$ cat config.mk
export PLATFORM = sky130hd
export DESIGN_NAME = sram_write_driver
export DESIGN_NICKNAME = d
export VERILOG_FILES = /design/src/rtl/sram_write_driver.sv
export SDC_FILE = /design/constraint.sdc
export NUM_CORES = 1
export LEC_CHECK = 0
export CORE_MARGIN = 4
export CORE_UTILIZATION = 42
export CTS_BUF_LIST = sky130_fd_sc_hd__clkbuf_4 sky130_fd_sc_hd__clkbuf_8
export CTS_CLUSTER_SIZE = 12
export DETAILED_ROUTE_END_ITERATION = 10
export PLACE_DENSITY_LB_ADDON = 0.1
export SLEW_MARGIN = 20
export SYNTH_ARGS = -nofsm -noshare
export SYNTH_HDL_FRONTEND = slang
export SYNTH_SLANG_ARGS = --single-unit
$ cat constraint.sdc
create_clock -name clk -period 2.4 [get_ports clk]
set_clock_uncertainty 0.05 [all_clocks]
set_input_delay 0.48 -clock clk [delete_from_list [all_inputs] [get_ports clk]]
set_output_delay 0.48 -clock clk [all_outputs]
set_load 0.01 [all_outputs]
$ cat src/rtl/sram_write_driver.sv
// Column write-driver controller: precharge, wordline + differential bitline drive, recover.
// Optional post-drive read-back verify is compiled in with `define SRAM_WRITE_VERIFY_EN.
module sram_write_driver #(
  parameter int COLS         = 16,
  parameter int PRECH_CYCLES = 2,
  parameter int DRIVE_CYCLES = 3
) (
  input  logic            clk,
  input  logic            rst,
  input  logic            wr_req,
  output logic            wr_ready,
  input  logic [COLS-1:0] wr_data,
  input  logic [COLS-1:0] wr_mask,
  output logic            wr_done,
  output logic            wr_err,
  input  logic [COLS-1:0] preout,
  output logic            prech_en,
  output logic            wl_en,
  output logic [COLS-1:0] drv_en,
  output logic [COLS-1:0] bl_drv,
  output logic [COLS-1:0] blb_drv
);

  localparam int MAX_CYCLES = (PRECH_CYCLES > DRIVE_CYCLES) ? PRECH_CYCLES : DRIVE_CYCLES;
  localparam int CW         = $clog2(MAX_CYCLES + 1);
  localparam logic [CW-1:0] PRECH_LOAD = CW'(PRECH_CYCLES - 1);
  localparam logic [CW-1:0] DRIVE_LOAD = CW'(DRIVE_CYCLES - 1);

  typedef enum logic [2:0] {
    IDLE,
    PRECH,
    DRIVE,
`ifdef SRAM_WRITE_VERIFY_EN
    VERIFY,
`endif
    RECOVER
  } state_t;

  state_t          state, state_nx;
  logic [CW-1:0]   cnt;
  logic [COLS-1:0] data_q;
  logic [COLS-1:0] mask_q;
  logic            accept;

  assign accept = wr_req && (state == IDLE);

  // NOTE: every variable assigned in always_comb gets a default first, so no latch is inferred.
  always_comb begin
    state_nx = state;
    case (state)
      IDLE:    if (accept) state_nx = PRECH;
      PRECH:   if (cnt == '0) state_nx = DRIVE;
`ifdef SRAM_WRITE_VERIFY_EN
      DRIVE:   if (cnt == '0) state_nx = VERIFY;
      VERIFY:  state_nx = RECOVER;
`else
      DRIVE:   if (cnt == '0) state_nx = RECOVER;
`endif
      RECOVER: state_nx = IDLE;
      default: state_nx = IDLE;
    endcase
  end

  // NOTE: sequential state uses non-blocking assignments so all registers update together.
  always_ff @(posedge clk) begin
    if (rst) begin
      state  <= IDLE;
      cnt    <= '0;
      data_q <= '0;
      mask_q <= '0;
    end else begin
      state <= state_nx;
      case (state)
        IDLE: if (accept) begin
          data_q <= wr_data;
          mask_q <= wr_mask;
          cnt    <= PRECH_LOAD;
        end
        PRECH:   cnt <= (cnt == '0) ? DRIVE_LOAD : cnt - 1'b1;
        DRIVE:   if (cnt != '0) cnt <= cnt - 1'b1;
        default: cnt <= cnt;
      endcase
    end
  end

`ifdef SRAM_WRITE_VERIFY_EN
  logic err_q;

  // Sticky mismatch flag: captured as VERIFY ends, cleared by the next accepted request.
  always_ff @(posedge clk) begin
    if (rst)
      err_q <= 1'b0;
    else if (accept)
      err_q <= 1'b0;
    else if (state == VERIFY)
      err_q <= |((preout ^ data_q) & mask_q);
  end

  assign wr_err = err_q;
`else
  logic unused_preout;
  assign unused_preout = ^preout;
  assign wr_err        = 1'b0;
`endif

  always_comb begin
    wr_ready = 1'b0;
    wr_done  = 1'b0;
    prech_en = 1'b0;
    wl_en    = 1'b0;
    drv_en   = '0;
    bl_drv   = '0;
    blb_drv  = '0;
    case (state)
      IDLE: begin
        wr_ready = 1'b1;
        prech_en = 1'b1;
      end
      PRECH: prech_en = 1'b1;
      DRIVE: begin
        wl_en   = 1'b1;
        drv_en  = mask_q;
        bl_drv  = data_q & mask_q;
        blb_drv = ~data_q & mask_q;
      end
`ifdef SRAM_WRITE_VERIFY_EN
      VERIFY: wl_en = 1'b1;
`endif
      RECOVER: begin
        prech_en = 1'b1;
        wr_done  = 1'b1;
      end
      default: ;
    endcase
  end

endmodule

Word level (Yosys, flattened, before mapping):

Cells that the tools add are included.
W data, S select, Z words.

* add/subtract/negate cells: 1
* eq/ne operators: 7
* muxes and demuxes: 15
* bitwise logic cells: 3
* reduce and logical (&&, ||, !) cells: 9

Operators with widths (count)
* $mux W16: 3
* $and A16 B16 Y16: 2
* $not A16 Y16: 1
* $mux W3: 3
* $pmux W3 S3: 1
* $ne A2 B2 Y1 const B: 4
* $eq A3 B2 Y1 const B: 2
* $mux W2: 3
* $pmux W2 S3: 1
* $reduce_and A3 Y1: 2
* $mux W1: 4
* $eq A3 B1 Y1 const B: 1
* $logic_not A3 Y1: 1
* $reduce_bool A3 Y1: 1
* $reduce_or A3 Y1: 1
* $logic_not A2 Y1: 1
* $reduce_and A2 Y1: 1
* $reduce_bool A2 Y1: 1
* $sub A2 B1 Y2 const B: 1
* $logic_and A1 B1 Y1: 1

* flip-flop bits (word level): 37
* input bits: 51
* output and inout bits: 53
* word-level logic and storage cells: 39

Logic depth before layout (Yosys ltp):

* word-level depth: 4
* gate-level depth with buffers: 7
* gate-level depth less buffers: 5

Worst setup path after synthesis:

No wires, ideal clock.

* path type: register -> output
* from: reg state[0]
* to: out blb_drv[10]
* arrival time: 1.253 ns
* data required time: 1.870 ns
* setup slack: 0.617 ns
* cell stages (with the launch flop): 6
* path buffers: 1
* cells stage by stage: dfxtp_1 -> inv_1 -> ha_1 -> clkbuf_1 -> nand2_1 -> nor2_1

* longest elaborated chain between the ends: 2

Ends and longest elaborated chain
* from (decl): line 39 `state_t state, state_nx;`
* from (signal assigned): line 72 `state <= state_nx;`
* $eq A3 B2 Y1: line 114 `case (state)`
* $mux W16: line 114
* to (decl): line 21 `output logic [COLS-1:0] blb_drv`

No other way between the ends.

Worst setup path in the final report:

* from: reg state[0]
* to: out bl_drv[3]

* longest elaborated chain between the ends: 2

Ends and longest elaborated chain
* $eq A3 B2 Y1: line 114
* $mux W16: line 114
* to (decl): line 20 `output logic [COLS-1:0] bl_drv,`

No other way between the ends.

==> metrics <==
fmax=432.8 MHz; Syn Nets=approximately 300; Worst Path Class, Setup=flip-flop to output port; 1st-iter DRT viols=around 130; R2R Path Start=state[0]; # setup viols final=0; Syn Std Cell Area=~1800 µm²; crit path DAT=about 1.8 ns; final net count=between 300 and 400; Non-Filler Instances=383; GR Util All Layers=around a fifth; drt wl/cell=13.30 µm; final WL=5.093 mm; Critical-path top delay cell=clkdlybuf4s50_1; layout cells sized above 1=under 10%; Layout area overhead=62.05%; Crit Path Max Fanout=12; CTS tree=done; Max Cap Viol=0; first-pass GRT wire length=around 8.1 mm; Starting Density=43.94%; initial antenna violation count=0; Fin Setup TNS=0 ns; Power per Cell Area=just under 800 nW/µm²; CP max stage delay=0.53 ns; metal1 wirelength=2.193 mm; met3 wire length=slightly below 400 µm; Placer Congestion=between 0.7 and 0.8; CTS buffer count=5; fin util=71.21%; Yosys cell types=25; H-tree depth=2; Area contributors post-synth=dfxtp_1 (41%), nand2_1 (17%), a21oi_1 (9.3%); HP Class=flip-flop to flip-flop; post-synthesis sequential area ratio=roughly two fifths; launching element type of the critical path=flip-flop; I/O pins=~100; critical path capture point type=output port; status=complete, no violations; Pins Over Slew Limit=0; fin crit share=between 90% and 100%; Final Hold Violating Endpoints=0; via count=approximately 1,900; Die X=roughly 73 µm; Worst R2R Setup Slack=about 0.75 ns; worst path required time=1.87 ns; vias per inst=between 4 and 5; clock sinks=36; DP Worst Slack=around 0.31 ns; Ys Warns=0; placed cells=about 380; die height=around 73 µm; uppermost routed layer=met4; vias in the first global route=1,798; fin area=2869 µm²; DP Area=roughly 2700 µm²; drt pass-1 iters=4; DRC violations left=0; syn avg cell area=roughly 7.2 µm²; RSZ-0062 raised after global routing=true; Cell Chain, Critical Path=inv_2 -> ha_2 -> buf_6 -> and3_1 -> clkdlybuf4s50_1; CP endpoint=bl_drv[3]; site row count=23; CTS Hold Bufs=0; Peak VDD IR=about 460 µV; synthesized flop and latch total=36; worst hold slack=between 0.4 and 0.5 ns; worst r2r path cells=6; largest area contributor in the netlist=dfxtp_1; # diodes=0; Final ANT Viol Nets=0; largest net degree at the start of global routing=38; PortBufs=86; CP startpoint=state[0]; Pwr Total=~2.3 mW; Synth top area share=about two fifths; Worst-path clk slew=~0.07 ns; fin worst setup slack=approximately 0.090 ns; total gr overflow=0; DP HPWL=around 3.7 mm; CTS Root Buffer Type=clkbuf_8; Final min period=about 2.3 ns; met2 wire length=approximately 2.4 mm; Leakage=~1.6 nW; Clk Latency, worst-skew pair=0.28 ns; FF-to-FF End=cnt[1]; clock buffer depth=2; die area=between 5000 and 6000 µm²; core area=4029 µm²; Gate Count Post-Synth=246
## cells in the mapped netlist
library cell  number
nor2_2             1
nand2b_1           3
nor2b_1            2
and3_1            16
nand2_1           82
clkbuf_1           9
conb_1             1
inv_1              6
a21oi_1           33
a211oi_1           2
nor2_1            16
a21o_1             1
mux2i_1            1
buf_1              3
and2_2             7
o21ai_0            2
buf_2              3
and2_1            10
or4b_1             1
dfxtp_1           36
buf_4              1
a311o_1            1
o31ai_2            1
ha_1               7
o21bai_1           1
## placed cells by master, fill, tap and decap left out, drive strengths merged
| master | count |
|---|---|
| a211oi | 2 |
| a21o | 1 |
| a21oi | 33 |
| a311o | 1 |
| and2 | 17 |
| and3 | 16 |
| buf | 10 |
| clkbuf | 7 |
| clkdlybuf4s50 | 64 |
| conb | 1 |
| dfxtp | 36 |
| dlymetal6s2s | 22 |
| ha | 7 |
| inv | 6 |
| mux2i | 1 |
| nand2 | 82 |
| nand2b | 3 |
| nor2 | 17 |
| nor2b | 2 |
| o21ai | 2 |
| o21bai | 1 |
| o31ai | 1 |
| or4b | 1 |
## where the power goes
part           internal (mW)  switching [mW]  total [mW]
sequential             0.729          0.0996       0.829
clock                  0.255           0.197       0.452
combinational          0.442           0.529       0.971
## registers in the layout, summed over array words and instances, names as in the netlist
name,count
data_q,16
cnt,2
mask_q,16
state,2
## critical path, delay by kind of cell, from the launching register on
family	cells	cell delay (ns)
flops	1	0.34
simple gates	1	0.16
buf+inv	3	0.77
fa+ha+maj	1	0.22
## repair_timing
item                                   4_1_cts  5_1_grt
gates resized for setup                      0       29
endpoints found under the hold margin        0        0
setup buffers                                0        0
setup endpoints to repair                    5       44
## cells by family after synthesis
kind of cell / after synthesis / share of synthesized area [%]
buffers and inverters: 22 / 5.088
AO/OA/AOI/OAI: 41 / 12.86
AND/OR/NAND/NOR: 138 / 35.62
other: 1 / 0.2118
multiplexers: 1 / 0.5654
flip-flops: 36 / 40.71
adder cells (fa/ha/maj): 7 / 4.947
## worst min-delay path by stage
stage,from,slack (ns),to,cells past startpoint
2_1_floorplan,data_q[0],0.40,data_q[0],2
3_3_place_gp,data_q[4],0.40,data_q[4],2
3_5_place_dp,data_q[0],0.41,data_q[0],2
4_1_cts,data_q[0],0.42,data_q[0],2
5_1_grt,data_q[9],0.44,data_q[9],2
6_report,data_q[0],0.42,data_q[0],2
## metal layers
metal	GRT usage, %	vias up
met4	7.172	0
met3	7.851	10
li1	-	955
met5	0	-
met2	32.26	56
met1	23.59	835
## area by class of cell
cell class                      instances  area (µm²)
Fill cell                             364        1160
Timing Repair Buffer                   96        1002
Multi-Input combinational cell        188       962.2
Sequential cell                        36       723.2
Clock buffer                            7       96.34
Tap cell                               50       62.56
Inverter                                6       22.52
Note: power is estimated with default switching activity, not from simulation.
==> variant (same flow settings) <==
Encoding of `state_t`: now one-hot (4 bits for 4 states).
--- a/src/rtl/sram_write_driver.sv
+++ b/src/rtl/sram_write_driver.sv
@@ -28,6 +28,6 @@
 
-  typedef enum logic [2:0] {
-    IDLE,
-    PRECH,
-    DRIVE,
+  typedef enum logic [3:0] {
+    IDLE    = 4'b0001,
+    PRECH   = 4'b0010,
+    DRIVE   = 4'b0100,
 `ifdef SRAM_WRITE_VERIFY_EN
@@ -35,3 +35,3 @@
 `endif
-    RECOVER
+    RECOVER = 4'b1000
   } state_t;
Function: no difference found for any inputs over 10 cycles, from zero or initial values and one cycle with rst high; not proved beyond that.
==> variant against the original RTL <==
- critical path type unchanged
- first-iteration DRC count grew 34%
- non-clock buffer count grew 3
- largest cell class is now multi-input gates
- sequential cell count grew 2
- wire length grew 14%
- final area grew 4.2%
- highest routed layer unchanged
- setup slack gained 0.018 ns
- synthesized area grew 14%
Power is not compared: it rests on default switching activity, and its combinational part moved more than twofold at a synthesized area within 25%.
==> variant: results (changes against the original RTL) <==
Peak supply drop - 0.318 mV
clock-pin slew on the worst setup and hold paths - 0.07 ns (about the same)
P_leak - 0.00146 uW
Max Fanout on Critical Path - 22 (+10)
synth unique cells - 36 (+44%)
ys async rst share - 0 (unchanged)
Max Buffers Root-to-Sink - 2 (unchanged)
worst slack at placement - 0.0736 ns (-0.235 ns)
pin count of the biggest net entering global routing - 41 (+7.9%)
top cells by count, synth - dfxtp_1 (38), a21oi_1 (33), nand3_1 (33)
Slowest-stage cell, CP - clkdlybuf4s50_1
H-tree level count - 2 (unchanged)
Nets - 381 (-2.6%)
Pre-Repair DR Iteration Count - 4 (unchanged)
Critical Path AT - 1.76 ns (-0.02 ns)
Placer Congestion - 0.803 (+1.1%)
CTS root buf - clkbuf_8
sequential area share after synthesis - 0.376 (-0.0313)
top flop regs - data_q x16, mask_q x16, state x4
top post-synthesis cells by area - dfxtp_1 (38%), a21oi_1 (8.2%), nand3_1 (8.2%)
CTS Buf Count - 5 (unchanged)
# setup viols final - 0 (unchanged)
GRT Total Usage - 0.196 (-0.00222)
post-DP HPWL - 3.86 mm (+5.1%)
clk_lat worst skew - 0.29 ns
top cell family by delay on the critical path - buffers and inverters
first-pass GRT wire length - 9.57 mm (+19%)
Placed Area - 2920 um^2 (+7.9%)
DR iter-0 viols - 177 (+34%)
vias in the first global route - 1933 (+7.5%)
# diodes - 0 (unchanged)
PortBufs - 86 (unchanged)
WL per Instance - 15.2 um (+15%)
layout cells sized above 1 - 0.0915 (+0.00137)
initial antenna violation count - 0 (unchanged)
syn_nets - 300 (-1.3%)
worst hold path class - reg2reg
area fraction of the dominant cell type after synthesis - 0.376 (-0.0313)
Vias - 2089 (+13%)
outcome - completed
YS warnings - 0 (unchanged)
slowest stage delay, CP - 0.54 ns
variant: cell count changes after synthesis, moves of 5 or more:
cell	before	now
nand2_1	82	0
o21ai_0	2	7
o21ai_1	0	27
and2_1	10	16
nor2b_1	2	15
and2_2	7	0
ha_1	7	2
nor2_1	16	5
nand3_1	0	33
buf_6	0	5
variant: final timing paths:
| kind | startpoint | end | slack, ns | depth (start not counted) |
|---|---|---|---|---|
| setup / recovery | state[1] | wl_en | 0.11 | 4 |
| setup reg to reg | cnt[0] | cnt[0] | 0.63 | 5 |
| hold / removal | mask_q[3] | mask_q[3] | 0.43 | 2 |
| hold reg to reg | mask_q[3] | mask_q[3] | 0.43 | 2 |
variant: power breakdown:
| part | switching (uW) | internal, uW | leakage, uW |
|---|---|---|---|
| Clock | 212 | 223 | 0.0000452 |
| Sequential | 27.6 | 672 | 0.000311 |
| Combinational | 129 | 125 | 0.00110 |
variant: layer usage:
metal,part of all wire,track usage
met2,0.46,0.300
met3,0.061,0.0532
met5,0,0
met4,0.014,0.0694
met1,0.47,0.266
variant: worst reg2reg max path, stage by stage (launching register included):
cell and delay, ns:
dfxtp_1 0.37, inv_1 0.08, ha_1 0.26, or4b_1 0.49
a31oi_2 0.27, mux2i_1 0.20
variant: timing repair:
action / CTS / global route
gates resized for setup: 48 / 13
buffers inserted: 2 / 0
hold buffers: 0 / 0
pin swaps: 1 / 0
endpoints found under the hold margin: 0 / 0
setup endpoints to repair: 49 / 11
cloned: 1 / 0
variant: cell families after synthesis:
kind of cell,share of synthesized area
compound gates,0.188
xor+xnor,0.00865
fa+ha+maj,0.0124
buf+inv,0.0779
flops,0.376
mux,0.00989
other cells,0.00185
simple gates,0.326
variant: final cells by class:
class / count / area (um^2)
fill: 415 / 1510
multi-input combinational: 182 / 1110
timing repair buffer: 99 / 957
sequential: 38 / 762
clock buffer: 7 / 83.8
tap: 52 / 65.1
inverter: 2 / 7.51
variant: metrics by stage:
| stage | util | hold WS (ns) | instances |
|---|---|---|---|
| 6_report | 0.664 | 0.432 | 380 |
| 4_1_cts | 0.661 | 0.431 | 380 |
| 2_1_floorplan | - | 0.408 | 247 |
| 5_1_grt | 0.664 | 0.460 | 380 |
| 3_3_place_gp | 0.647 | 0.416 | 370 |
| 3_5_place_dp | 0.647 | 0.422 | 370 |
